`src/rtl/add4_rr_sched.sv`:
```
// add4_rr_sched: round-robin arbiter sharing one external combinational adder
// between two requesters. Each granted request takes three cycles: grant
// (operands latched onto the adder), issue (sum captured and ack raised),
// response (ack dropped and transaction counted).
module add4_rr_sched #(
  parameter int W     = 4,
  parameter int CNT_W = 8
) (
  input  logic             clk,
  input  logic             rst_n,
  input  logic             req0,
  input  logic [W-1:0]     a0,
  input  logic [W-1:0]     b0,
  output logic             ack0,
  input  logic             req1,
  input  logic [W-1:0]     a1,
  input  logic [W-1:0]     b1,
  output logic             ack1,
  output logic [W:0]       res,
  output logic [W-1:0]     add_a,
  output logic [W-1:0]     add_b,
  input  logic [W:0]       add_sum,
  output logic             busy,
  output logic             last_grant,
  output logic [CNT_W-1:0] txn_cnt
);

  typedef enum logic [1:0] {
    IDLE  = 2'd0,
    ISSUE = 2'd1,
    RESP  = 2'd2
  } state_t;

  state_t           state_q;
  logic             ack0_q;
  logic             ack1_q;
  logic [W:0]       res_q;
  logic [W-1:0]     add_a_q;
  logic [W-1:0]     add_b_q;
  logic             busy_q;
  logic             last_grant_q;
  logic [CNT_W-1:0] txn_cnt_q;

  logic             grant_s;
  logic [W-1:0]     sel_a_s;
  logic [W-1:0]     sel_b_s;

  // Arbitration: a lone request wins outright; on a tie the requester that
  // was not served last wins, which makes continuous contention alternate.
  always_comb begin
    grant_s = 1'b0;
    if (req0 && req1) begin
      grant_s = ~last_grant_q;
    end else if (req1) begin
      grant_s = 1'b1;
    end else begin
      grant_s = 1'b0;
    end
  end

  // Operand mux for the winning requester.
  always_comb begin
    sel_a_s = a0;
    sel_b_s = b0;
    if (grant_s) begin
      sel_a_s = a1;
      sel_b_s = b1;
    end else begin
      sel_a_s = a0;
      sel_b_s = b0;
    end
  end

  // Scheduler FSM; every output is driven straight from a register here.
  always_ff @(posedge clk or negedge rst_n) begin
    if (!rst_n) begin
      state_q      <= IDLE;
      ack0_q       <= 1'b0;
      ack1_q       <= 1'b0;
      res_q        <= {(W+1){1'b0}};
      add_a_q      <= {W{1'b0}};
      add_b_q      <= {W{1'b0}};
      busy_q       <= 1'b0;
      last_grant_q <= 1'b1;
      txn_cnt_q    <= {CNT_W{1'b0}};
    end else begin
      case (state_q)
        IDLE: begin
          if (req0 || req1) begin
            add_a_q      <= sel_a_s;
            add_b_q      <= sel_b_s;
            last_grant_q <= grant_s;
            busy_q       <= 1'b1;
            state_q      <= ISSUE;
          end else begin
            busy_q  <= 1'b0;
            state_q <= IDLE;
          end
        end
        ISSUE: begin
          // The adder has had a full cycle to settle on the latched operands.
          res_q   <= add_sum;
          ack0_q  <= ~last_grant_q;
          ack1_q  <= last_grant_q;
          busy_q  <= 1'b1;
          state_q <= RESP;
        end
        RESP: begin
          ack0_q    <= 1'b0;
          ack1_q    <= 1'b0;
          txn_cnt_q <= txn_cnt_q + {{(CNT_W-1){1'b0}}, 1'b1};
          busy_q    <= 1'b0;
          state_q   <= IDLE;
        end
        default: begin
          ack0_q  <= 1'b0;
          ack1_q  <= 1'b0;
          busy_q  <= 1'b0;
          state_q <= IDLE;
        end
      endcase
    end
  end

  assign ack0       = ack0_q;
  assign ack1       = ack1_q;
  assign res        = res_q;
  assign add_a      = add_a_q;
  assign add_b      = add_b_q;
  assign busy       = busy_q;
  assign last_grant = last_grant_q;
  assign txn_cnt    = txn_cnt_q;

endmodule

```
`config.mk`:
```
export PLATFORM = sky130hd
export DESIGN_NAME = add4_rr_sched
export DESIGN_NICKNAME = d
export VERILOG_FILES = /design/src/rtl/add4_rr_sched.sv
export SDC_FILE = /design/constraint.sdc
export NUM_CORES = 1
export LEC_CHECK = 0
export CORE_UTILIZATION = 41
export CTS_BUF_LIST = sky130_fd_sc_hd__clkbuf_16
export DETAILED_ROUTE_END_ITERATION = 12
export PLACE_DENSITY_LB_ADDON = 0.25
export SLEW_MARGIN = 20
export SYNTH_ARGS = -nofsm -noshare
export SYNTH_HDL_FRONTEND = slang
export SYNTH_SLANG_ARGS = --single-unit
```
`constraint.sdc`:
```
create_clock -name clk -period 2.01 [get_ports clk]
set_clock_uncertainty 0.05 [all_clocks]
set_input_delay 0.201 -clock clk [delete_from_list [all_inputs] [get_ports clk]]
set_output_delay 0.201 -clock clk [all_outputs]
set_load 0.1 [all_outputs]
```
* Yosys cells after proc, flatten, opt, wreduce, memory -nomap -nowiden
Cells that the tools add are included.
** Cells by class
- Add/sub/neg operators :: 1
- Equality and inequality tests :: 2
- Mux-type cells :: 10
- Bitwise logic cells :: 1
- Reduce and logical (&&, ||, !) cells :: 4
** Operators with widths (count)
- $add 8x1->8 const B :: 1
- $mux 4 :: 2
- $pmux 1 s2 :: 3
- $mux 1 :: 4
- $pmux 2 s2 :: 1
- $eq 2x1->1 const B :: 1
- $eq 2x2->1 const B :: 1
- $logic_not 2->1 :: 1
- $reduce_and 2->1 :: 1
- $logic_and 1x1->1 :: 1
- $logic_or 1x1->1 :: 1
- $not 1->1 :: 1
** Word-level totals
- Bits in registers :: 27
- Input bits :: 25
- Output and inout bits :: 25

* Logic depth before layout (Yosys ltp)
Gate-level depths: netlist (run 1).
- Word-level depth :: 3
- Mapped depth :: 4
- Mapped depth without buffers :: 4

* Worst setup path after synthesis (run 1)
Ideal clock, no wire load.
- Kind :: register to register
- Start point :: register last_grant_q, in the netlist last_grant
- End point :: register add_a_q[0], in the netlist add_a[0]
- Library setup time :: 0.126 ns
- Arrival :: 1.744 ns
- Data required time :: 1.834 ns
- Setup slack :: 0.090 ns
- Cell stages (with the launch flop) :: 5
- Buffers on the path :: 1
- Path through :: dfstp_2 > a21bo_1 > buf_6 > mux2_4 > mux2_2
** On the way
- Cells in the longest elaborated chain, start to end :: 3
** Ends and longest elaborated chain
- from (decl) :: RTL line 41 : logic last_grant_q;
- from (signal assigned) :: RTL line 92 : last_grant_q <= grant_s;
- $not 1->1 :: RTL line 53 : grant_s = ~last_grant_q;
- $mux 1 :: RTL line 52 : if (req0 && req1) begin
- $mux 4 :: RTL line 65 : if (grant_s) begin
- to (signal assigned) :: RTL line 81 : add_a_q <= {W{1'b0}};
- to (signal assigned) :: RTL line 90 : add_a_q <= sel_a_s;
- to (decl) :: RTL line 38 : logic [W-1:0] add_a_q;
Every way passes these cells.
A chain may end at the register's enable or synchronous reset.

* Worst setup path after layout (run 1)
- Start point :: register last_grant_q, in the netlist last_grant
- End point :: register add_b_q[3], in the netlist add_b[3]
** On the way
- Cells in the longest elaborated chain, start to end :: 3
** Ends and longest elaborated chain
- $not 1->1 :: RTL line 53
- $mux 1 :: RTL line 52
- $mux 4 :: RTL line 65
- to (signal assigned) :: RTL line 82 : add_b_q <= {W{1'b0}};
- to (signal assigned) :: RTL line 91 : add_b_q <= sel_b_s;
- to (decl) :: RTL line 39 : logic [W-1:0] add_b_q;
Every way passes these cells.

==> results.cfg, run 1 <==
[synthesis]
syn_nets = 111
synth_area_leader_cell = dfrtp_1
syn_inst = 85
yosysWarnings = 0
synth_seq_area_share = 0.569
post_synth.cell_area_avg_um2 = 14.0
synth.area.top_cells = dfrtp_1, mux2_2, mux2_4, xnor2_1, dfstp_2
synth_cell_types = 23
synth_top_flop_cell = dfrtp_1
mappedNetlistArea_mm2 = 0.00119
yosysMostFrequentCell = dfrtp_1
synth_edf_count = 0
synthTopCellsByCount = dfrtp_1, mux2_2, mux2_4
async_flop_share = 1.00
synth_top_area_share = 0.547
synth-seq-cells = 27

[drt]
wirelength_mm = 2.08
first_pass_iters = 2
routedWlPerCell_um = 12.5
drc = 0
ant_nets = 0
viasPerCell = 4.84
vias = 809
drt-initial-drc-count = 14

[timing]
min_period_ps = 1730
fin_crit_sh = 0.861
tns_ps = 0
hold_violations = 0
finalSetupViolCount = 0
max_freq_ghz = 0.578
tightestPinTransition_ps = 511
slew_violations = 0
rsz0062_at_grt = no
max_slew_margin = 0.659
whs_ps = 261

[global_route]
use_met1 = 0.174
grt_first_pass_wirelength_mm = 3.67
grt_pass1_vias = 857
grt_overflow = 0
grt_use_met2 = 0.267
antenna_found_initial = 0
grt_busiest_layer = met2
grt_usage = 0.151
grt.met3_usage = 0.0442
grt_max_degree = 28

[clock_tree]
cts_hold_buf = 0
ctsResizeCount = 0
cts_tree = yes
clk_latency_ps = 260
htreeDepth = 1
clockBufferDepth = 2
numCtsBuffers = 3
cts.sinks = 27
clk_pin_slew_ps = 70
postCtsSetupBuffers = 0
clockRootBuffer = clkbuf_16

[die]
ios = 50
num_rows = 19
dieArea_mm2 = 0.00312
initial_core_util = 0.431
die-width_um = 55.9
core_mm2 = 0.00276
die_h_um = 55.9

[place]
portBuffers = 49
gp_congestion = 0.735
dp_hpwl_mm = 1.55
dpl_cell_area_mm2 = 0.00165

[layout]
layout.nets = 163
final_area_mm2 = 0.00173
drive_above_1_share = 0.397
area_growth_pct = 45.0
diodes = 0

[worst_setup_path]
cpMaxStageDelayCell = dfstp_2
slowest_delay_ps = 580
cp-end-kind = register
worst-setup-path-type = register to register
cp_max_fo = 8
crit_arrival_ps = 1830
path_cells = a21bo_1, mux2_4, mux2_2
cp-start-kind = register
cp.required_ps = 2110

[status]
status = complete, no violations

[job]
drv_cap = 0

[min_path]
hp-class = input pin to asynchronous set/reset pin
[worst max-delay path, delay by kind of cell, from the launching register on]
family         cells  cell delay [ps]
flip-flops         1              580
multiplexers       2              590
AO/OA/AOI/OAI      1              400
[flip-flops by register name, indices dropped and copies added, names as in the netlist]
name	cells
add_a	4
ack1	1
ack0	1
res	5
add_b	4
busy	1
last_grant	1
state_q	2
txn_cnt	8
[final timing paths]
| kind | from | end | slack (ps) | cells after the start |
|---|---|---|---|---|
| worst max-delay path | last_grant$_DFFE_PN1P_ | add_b[3]$_DFFE_PN0P_ | 280 | 3 |
| worst min-delay path | rst_n | txn_cnt[1]$_DFFE_PN0N_ | 260 | 2 |
| worst max register to register | last_grant$_DFFE_PN1P_ | add_b[3]$_DFFE_PN0P_ | 280 | 3 |
| worst min register to register | txn_cnt[7]$_DFFE_PN0N_ | txn_cnt[7]$_DFFE_PN0N_ | 420 | 1 |
| max in group asynchronous | rst_n | last_grant$_DFFE_PN1P_ | 1360 | 2 |
| min in group clk | txn_cnt[7]$_DFFE_PN0N_ | txn_cnt[7]$_DFFE_PN0N_ | 420 | 1 |
[metal layers]
layer	vias to the layer above	routed length [µm]
li1	389	-
met2	24	1030
met5	-	0
met4	0	32
met3	4	86
met1	392	935
[metrics by stage]
step / util / instances / setup WS [ps]
CTS: 0.626 / 167 / 263
finish: 0.626 / 167 / 280
floorplan: - / 85 / 89.9
global route: 0.626 / 167 / 219
global placement: 0.597 / 163 / 109
detailed placement: 0.597 / 163 / 102
[cells by family after synthesis]
kind of cell    after synthesis  share of synthesized area
compound gates                4                     0.0252
xor+xnor                      7                     0.0515
fa+ha+maj                     1                     0.0105
buf+inv                       6                     0.0252
flops                        27                      0.569
mux                          24                      0.250
simple gates                 16                     0.0684
[area by class of cell]
| class | instances | area [µm²] |
|---|---|---|
| sequential | 27 | 677 |
| clock inverter | 1 | 5.00 |
| multi-input combinational | 52 | 483 |
| timing repair buffer | 50 | 435 |
| tap | 31 | 38.8 |
| fill | 221 | 1030 |
| clock buffer | 3 | 75.1 |
| inverter | 3 | 11.3 |
[cell usage in the layout, fill, tap and decap left out, types with 2 or more instances in the layout]
cell type        count
dfrtp_1             26
buf_4               26
clkdlybuf4s50_1     24
mux2_2              14
mux2_4               8
nand2_1              5
xnor2_1              5
nor2_1               4
inv_1                3
clkbuf_16            3
nand2b_1             2
mux2i_1              2
xor2_1               2
Power of run 1 is not shown: default switching activity piles up to over one toggle a cycle in this logic, so the estimate is an artifact.
==> run 2, diff against run 1 <==
Settings changed: CTS_CLUSTER_DIAMETER set to 120, SETUP_SLACK_MARGIN set to 0.02.
==> results of run 2 <==
Same layout as run 1: the final DEF is identical, and so are final timing and power.
Power of run 2 is left out for the same reason.
